## src/rtl/msg_schedule_pkg.sv

```systemverilog
// rtl/msg_schedule_pkg.sv - shared SHA-256 schedule constants, types and sigma functions
package msg_schedule_pkg;
  localparam int BLK_SIZE      = 512;
  localparam int WRD_SIZE      = 32;
  localparam int NUM_ROUNDS    = 64;
  localparam int IDX_W         = 6;
  localparam int WORDS_PER_BLK = 16;

  typedef enum logic {IDLE, RUN} state_t;
  typedef logic [WRD_SIZE-1:0] word_t;

  function automatic word_t sig0(input word_t x);
    return {x[6:0], x[31:7]} ^ {x[17:0], x[31:18]} ^ (x >> 3);
  endfunction

  function automatic word_t sig1(input word_t x);
    return {x[16:0], x[31:17]} ^ {x[18:0], x[31:19]} ^ (x >> 10);
  endfunction
endpackage

```

## src/rtl/msg_schedule_if.sv

```systemverilog
// rtl/msg_schedule_if.sv - block load and per-round word handshake bundle
interface msg_schedule_if;
  import msg_schedule_pkg::*;

  logic                i_blk_valid;
  logic                o_blk_ready;
  logic [BLK_SIZE-1:0] i_msg_blk;
  logic                o_w_valid;
  logic                i_round_ready;
  word_t               o_w;
  logic [IDX_W-1:0]    o_round_idx;
  logic                o_last;
  logic                o_done;

  modport slave (
    input  i_blk_valid, i_msg_blk, i_round_ready,
    output o_blk_ready, o_w_valid, o_w, o_round_idx, o_last, o_done
  );

  modport master (
    output i_blk_valid, i_msg_blk, i_round_ready,
    input  o_blk_ready, o_w_valid, o_w, o_round_idx, o_last, o_done
  );
endinterface

```

## src/rtl/msg_sched_expand.sv

```systemverilog
// rtl/msg_sched_expand.sv - combinational next-word expansion for the 16-word window
module msg_sched_expand
  import msg_schedule_pkg::*;
(
  input  word_t w0,
  input  word_t w1,
  input  word_t w9,
  input  word_t w14,
  output word_t w15
);
  assign w15 = sig1(w14) + w9 + sig0(w1) + w0;
endmodule

```

## src/rtl/msg_schedule.sv

```systemverilog
// rtl/msg_schedule.sv - SHA-256 message schedule: loads a block, streams W0..W63 per round
module msg_schedule
  import msg_schedule_pkg::*;
(
  input  logic           clk,
  input  logic           reset_n,
  msg_schedule_if.slave  bus
);
  state_t                               state, state_nxt;
  logic [WORDS_PER_BLK-1:0][WRD_SIZE-1:0] win;
  logic [IDX_W-1:0]                     t;
  logic                                 done_q;
  logic                                 load, adv, fin;
  logic                                 w_valid;
  word_t                                w_new;

  msg_sched_expand u_expand (
    .w0  (win[0]),
    .w1  (win[1]),
    .w9  (win[9]),
    .w14 (win[14]),
    .w15 (w_new)
  );

  always_ff @(posedge clk or negedge reset_n) begin
    if (!reset_n) state <= IDLE;
    else          state <= state_nxt;
  end

  always_comb begin
    state_nxt = state;
    load      = 1'b0;
    adv       = 1'b0;
    fin       = 1'b0;
    case (state)
      IDLE: begin
        if (bus.i_blk_valid) begin
          load      = 1'b1;
          state_nxt = RUN;
        end
      end
      RUN: begin
        if (bus.i_round_ready) begin
          if (t == IDX_W'(NUM_ROUNDS - 1)) begin
            fin       = 1'b1;
            state_nxt = IDLE;
          end else begin
            adv = 1'b1;
          end
        end
      end
      default: state_nxt = IDLE;
    endcase
  end

  // Window head is always W[t]; the tail slot receives the expansion of the current window.
  always_ff @(posedge clk or negedge reset_n) begin
    if (!reset_n) begin
      win    <= '0;
      t      <= '0;
      done_q <= 1'b0;
    end else begin
      done_q <= fin;
      if (load) begin
        for (int i = 0; i < WORDS_PER_BLK; i++)
          win[i] <= bus.i_msg_blk[BLK_SIZE-1-WRD_SIZE*i -: WRD_SIZE];
        t <= '0;
      end else if (adv) begin
        for (int i = 0; i < WORDS_PER_BLK - 1; i++)
          win[i] <= win[i+1];
        win[WORDS_PER_BLK-1] <= w_new;
        t <= t + 1'b1;
      end else if (fin) begin
        t <= '0;
      end
    end
  end

  assign w_valid         = (state == RUN);
  assign bus.o_blk_ready = (state == IDLE);
  assign bus.o_w_valid   = w_valid;
  assign bus.o_w         = win[0];
  assign bus.o_round_idx = t;
  assign bus.o_last      = w_valid && (t == IDX_W'(NUM_ROUNDS - 1));
  assign bus.o_done      = done_q;
endmodule
```

## src/flat_wrapper.sv

```systemverilog
// flat-port wrapper written by rule: the top's interface ports become plain ports
module msg_schedule_flat import msg_schedule_pkg::*;
  (clk, reset_n, bus_i_blk_valid, bus_i_msg_blk, bus_i_round_ready, bus_o_blk_ready, bus_o_w_valid, bus_o_w, bus_o_round_idx, bus_o_last, bus_o_done);
  msg_schedule_if bus_i ();
  input  logic clk;
  input  logic reset_n;
  input wire logic [$bits(bus_i.i_blk_valid)-1:0] bus_i_blk_valid;
  input wire logic [$bits(bus_i.i_msg_blk)-1:0] bus_i_msg_blk;
  input wire logic [$bits(bus_i.i_round_ready)-1:0] bus_i_round_ready;
  output wire logic [$bits(bus_i.o_blk_ready)-1:0] bus_o_blk_ready;
  output wire logic [$bits(bus_i.o_w_valid)-1:0] bus_o_w_valid;
  output wire logic [$bits(bus_i.o_w)-1:0] bus_o_w;
  output wire logic [$bits(bus_i.o_round_idx)-1:0] bus_o_round_idx;
  output wire logic [$bits(bus_i.o_last)-1:0] bus_o_last;
  output wire logic [$bits(bus_i.o_done)-1:0] bus_o_done;
  assign bus_i.i_blk_valid = bus_i_blk_valid;
  assign bus_i.i_msg_blk = bus_i_msg_blk;
  assign bus_i.i_round_ready = bus_i_round_ready;
  assign bus_o_blk_ready = bus_i.o_blk_ready;
  assign bus_o_w_valid = bus_i.o_w_valid;
  assign bus_o_w = bus_i.o_w;
  assign bus_o_round_idx = bus_i.o_round_idx;
  assign bus_o_last = bus_i.o_last;
  assign bus_o_done = bus_i.o_done;
  msg_schedule u_core (.clk(clk), .reset_n(reset_n), .bus(bus_i));
endmodule
```

## config.mk

```make
export PLATFORM = sky130hd
export DESIGN_NAME = msg_schedule_flat
export DESIGN_NICKNAME = d
export VERILOG_FILES = /design/src/rtl/msg_schedule_pkg.sv /design/src/rtl/msg_schedule_if.sv /design/src/rtl/msg_sched_expand.sv /design/src/rtl/msg_schedule.sv /design/src/flat_wrapper.sv
export SDC_FILE = /design/constraint.sdc
export NUM_CORES = 2
export LEC_CHECK = 0
export ABC_AREA = 1
export BUFFER_PORTS_ARGS = -buffer_cell sky130_fd_sc_hd__buf_2
export CAP_MARGIN = 10
export CORE_AREA = 2 2 252 254
export DETAILED_ROUTE_END_ITERATION = 12
export DIE_AREA = 0 0 254 256
export HOLD_SLACK_MARGIN = 0.03
export PLACE_DENSITY = 0.84
export RECOVER_POWER = 50
export SLEW_MARGIN = 0
export SYNTH_ARGS = -nofsm -noshare
export SYNTH_HDL_FRONTEND = slang
export SYNTH_HIERARCHICAL = 1
export SYNTH_SLANG_ARGS = --single-unit
```

## constraint.sdc

```tcl
create_clock -name clk -period 3.53 [get_ports clk]
set_input_delay 0.5295 -clock clk [delete_from_list [all_inputs] [get_ports clk]]
set_output_delay 0.5295 -clock clk [all_outputs]
set_load 0.01 [all_outputs]
```

After elaboration in Yosys (flattened, before gate mapping)
Cells that the tools add are included.
{ "totals": {"regBits": 520, "input_bits": 516, "output_inout_bits": 42} }
{ "classes": {"reduce_logical": 3, "n_eq_ne": 1, "n_bitwise": 5, "muxes": 15, "add_sub_neg": 4} }
{ "ops": {"columns": ["operator", "count"], "rows": [
  ["$mux W512", 2],
  ["$add A32 B32 Y32", 3],
  ["$xor A32 B32 Y32", 2],
  ["$xor A32 B22 Y32", 1],
  ["$xor A32 B29 Y32", 1],
  ["$mux W6", 3],
  ["$mux W1", 9],
  ["$add A6 B1 Y6 const B", 1],
  ["$eq A6 B6 Y1 const B", 1],
  ["$reduce_bool A3 Y1", 1],
  ["$pmux W1 S2", 1],
  ["$reduce_bool A2 Y1", 1],
  ["$logic_and A1 B1 Y1", 1],
  ["$not A1 Y1", 1]
]} }

Longest topological paths before layout
{ "logic_depth": {"word_depth": 7, "ltp_mapped": 21, "ltp_nobuf": 21} }

Modules after synthesis
Netlist, hierarchy kept.
{ "by_module_without_submodules": {"columns": ["mod", "cells_per_inst", "area_per_inst_um2", "seq_area_each_um2", "n_inst"], "rows": [
  ["msg_schedule", 3953, 27174.8, 13012.5, 1],
  ["msg_sched_expand", 788, 5056.1, 0.0, 1]
]} }

Worst setup path after synthesis
OpenSTA, ideal clock, no wires.
{ "synth_path": {"kind": "flip-flop to flip-flop", "from": "register u_core/win[36] in the netlist's numbering", "to": "register u_core/win[497] in the netlist's numbering", "required_ps": 3413, "t_arrival_ps": 3154, "synth_period_minus_slack_ps": 3271, "slack_ps": 259, "path_stages_with_launch": 20, "setup_ps": 117, "path_cell_list": "dfrtp_1 -> xnor2_1 -> xor2_1 -> fa_1 -> fa_1 -> inv_1 -> ha_1 -> fa_1 -> nand3_1 -> nand3_1 -> nand2_1 -> nand2_2 -> nand2_1 -> nor2_1 -> o21bai_1 -> nand2_1 -> nand2_1 -> nand2_1 -> nand2_1 -> nand2_1"} }
{ "synth_between": {"elab_chain_len": 5} }
{ "synth_rtl": {"columns": ["element", "line", "text"], "rows": [
  ["from (decl)", "msg_schedule.sv:10", "logic [WORDS_PER_BLK-1:0][WRD_SIZE-1:0] win;"],
  ["from (signal, indexed assignment)", "msg_schedule.sv:66", "win[i] <= bus.i_msg_blk[BLK_SIZE-1-WRD_SIZE*i -: WRD_SIZE];"],
  ["from (signal, indexed assignment)", "msg_schedule.sv:70", "win[i] <= win[i+1];"],
  ["from (signal, indexed assignment)", "msg_schedule.sv:71", "win[WORDS_PER_BLK-1] <= w_new;"],
  ["$xor A32 B29 Y32", "msg_schedule_pkg.sv:13", "return {x[6:0], x[31:7]} ^ {x[17:0], x[31:18]} ^ (x >> 3);"],
  ["$add A32 B32 Y32 (2 in a row)", "msg_sched_expand.sv:11", "assign w15 = sig1(w14) + w9 + sig0(w1) + w0;"],
  ["named net u_core.w_new[17]", "msg_schedule.sv:15", "word_t w_new;"],
  ["$mux W512", "msg_schedule.sv:68", "end else if (adv) begin"],
  ["$mux W512", "msg_schedule.sv:64", "if (load) begin"]
]} }
The timed path passes the listed nets, and every way through them passes these cells. The select of a mux whose other input is x is not followed.
A chain may end at the register's enable or synchronous reset.

Worst setup path in the final report
Same ends and word-level chain as after synthesis.

==> impl_metrics.toml <==
[clock_network]
clock_latency_ps = 650
root_buffer = "clkbuf_16"
clk_pin_slew_ps = 70
cts_buffers = 57
clock_path_buffers = 3
clock_sinks = 520
htree_levels = 2
cts_tree = "built"

[sta]
worstMarginPinSlew_ps = 1560
drv_slew = 56
setup_viol = 11
slew_headroom_pct = -4.31
finalClockSkew_ps = 38.0
holdWs_ps = 159
final.setup.worst_slack_ps = -55.6
timing.fmax_mhz = 279
rsz0062_at_grt = "yes"
finalCritPeriodShare_pct = 102
finalSetupTns_ps = -258
hold_viol = 0
min_period_ps = 3590

[logic_synthesis]
ys_seq_area_share_pct = 40.4
syn_inst = 4741
synth-simple-area-share_pct = 42.1
netlist-cell-type-count = 27
synth_compound_area_share_pct = 0.532
synth_top_family_by_area = "simple AND/OR/NAND/NOR gates"
yosysWarningCount = 6
synth-xor-area-share_pct = 3.61
synth-adder-area-share_pct = 5.09
synth_mux_area_share_pct = 0
synth_nets = 5351
synth.avg_cell_area_sq_um = 6.80
ys_ff_latch = 520
syn_area_sq_um = 32200

[drt]
ant_nets = 0
drt_iter0_markers = 4176
vias = 32800
via_per_inst = 5.34
wl_mm = 118
dr.pass1.iters = 6
drc = 0
wire_per_inst_microns = 19.2

[finish]
layout.nets = 5864
drive_gt1_share_pct = 19.7
area_growth_pct = 21.7
stdcell_area_sq_um = 39200
stdcell_count = 6153
final_util_pct = 62.9

[grt]
grt_max_degree = 179
track_usage_pct = 35.3
grt_pass1_wl_mm = 175
antenna_found_initial = 7
grt_pass1_vias = 30200
grt_overflow_total = 0

[place]
placed_cell_area_sq_um = 36300
place_inst = 6032
post-dp-hpwl_mm = 86.9
place_ws_ps = -232
gp_congestion = 0.988
io_buffers = 557

[pwr]
leakagePower_nw = 22.9
total_power_mw = 44.7
irDropWorstVdd_mv = 0.769
power_density_nw_per_um2 = 1140

[min_path]
min-delay-start = "bus_i_msg_blk[111]"
hold_depth = 5
whs_endpoint = "u_core/win[399]"
hp-class = "input pin to flop"

[critical_path]
critPathLaunch = "u_core/win[36]"
crit_type = "flop to flop"
worstRegToRegCells = 20
cp_data_required_time_ps = 4050
crit_path_start_kind = "flop"
rrSetupSlack_ps = -60
reg2reg_to = "u_core/win[497]"
arrival_ps = 4100
worstPathMaxFanout = 3
timing.rr.start = "u_core/win[36]"
end_kind = "flop"

[floorplanning]
chipWidth_microns = 254
io-pin-count = 558
dieArea_sq_um = 65000
fp.dieH_microns = 256
core_sq_um = 62400
start_util_pct = 51.7
row_count = 92

[job]
drv_cap = 1

[status]
violations = "max-capacitance violations, max-slew violations, negative setup slack"
status = "finished, violations left"
## critical path: stages (launching register included)
cell and delay, ps:
dfrtp_2 440, xnor2_2 200, xor2_1 190, buf_4 170, fa_1 440, fa_1 540, inv_2 50, ha_4 160
fa_2 390, nand3_2 90, nand3_2 100, nand2_1 100, nand2_2 80, nand2_1 70, nor2_1 50, o21bai_1 120
nand2_1 70, nand2_1 70, nand2_1 50, nand2_1 60, nand2_1 50
## state kept, by name (all words and copies together) (netlist names)
signal and cells:
u_core/bus.o_w_valid 1, u_core/bus.o_done 1, u_core/bus.o_round_idx 6, u_core/bus.o_w 32
u_core/win 480
## logic make-up (layout without fill, tap and decap cells)
| family | count (synthesis) | count (layout) |
|---|---|---|
| AO/OA/AOI/OAI | 30 | 30 |
| XOR/XNOR | 133 | 133 |
| adder cells (fa/ha/maj) | 94 | 94 |
| buffers and inverters | 552 | 1111 |
| flip-flops | 520 | 520 |
| other | 0 | 7 |
| AND/OR/NAND/NOR | 3412 | 3412 |
## where the power goes
part	leakage [nW]	switching (mW)	internal [mW]	total (mW)
registers	6.86	1.42	7.61	9.03
logic	15.1	17.0	12.4	29.3
clock network	0.983	2.65	3.70	6.35
total	22.9	21.0	23.7	44.7
## metal layers
metal / track usage, % / part of all wire, %
met5: 0 / 0.063
met4: 16.8 / 5.4
met3: 6.30 / 8.9
met2: 53.5 / 45
met1: 49.2 / 41
## synth_stat cells, drive strengths merged
master	instances	area, sq um
clkbuf	69	259
o21bai	6	48.8
a21o	1	7.51
nor3b	1	12.5
buf	246	1520
nand4	3	18.8
dfrtp	520	13000
fa	62	1240
nor2	46	173
o21ai	5	25.0
xor2	65	569
nand2	2813	10600
inv	237	890
a21oi	18	90.1
nor3	8	60.1
xnor2	68	596
nand3	541	2730
ha	32	400
## final cells by class
type	count	area, sq um
tap	846	1060
sequential	520	13000
timing repair buffer	769	4730
clock inverter	30	385
antenna	7	17.5
clock buffer	75	1600
inverter	237	897
fill	5680	23200
multi-input combinational	3669	17500
## cell usage in the layout (no fill, tap or decap), types with 8 or more instances in the layout
cell type	n
nand3_1	532
clkbuf_8	8
clkbuf_16	58
buf_12	28
ha_4	22
inv_2	8
ha_1	8
dfrtp_1	505
dfrtp_2	15
xnor2_2	19
inv_1	228
buf_2	551
xnor2_1	47
nand2_2	42
nor2_1	33
clkinv_2	18
fa_1	60
xor2_1	48
nand2_4	10
nand2_1	2758
nor2_2	13
xor2_2	17
a21oi_2	12
clkbuf_1	16
buf_4	170
## timing repair
item / in CTS / in global routing
hold buffers: 1 / 0
pin swaps: 38 / 74
resized for setup: 74 / 123
buffers inserted: 3 / 7
hold endpoints to repair: 48 / 0
setup endpoints to repair: 26 / 28
## worst max path at each step
stage / to / slack (ps) / depth (start not counted)
after floorplan: u_core/win[497] / 260 / 19
after global placement: u_core/win[511] / -200 / 22
after detailed placement: u_core/win[499] / -230 / 22
after CTS: u_core/win[507] / -20 / 20
after global routing: u_core/win[509] / -220 / 21
final: u_core/win[497] / -60 / 20
No activity file was read; power rests on OpenSTA's default activity.
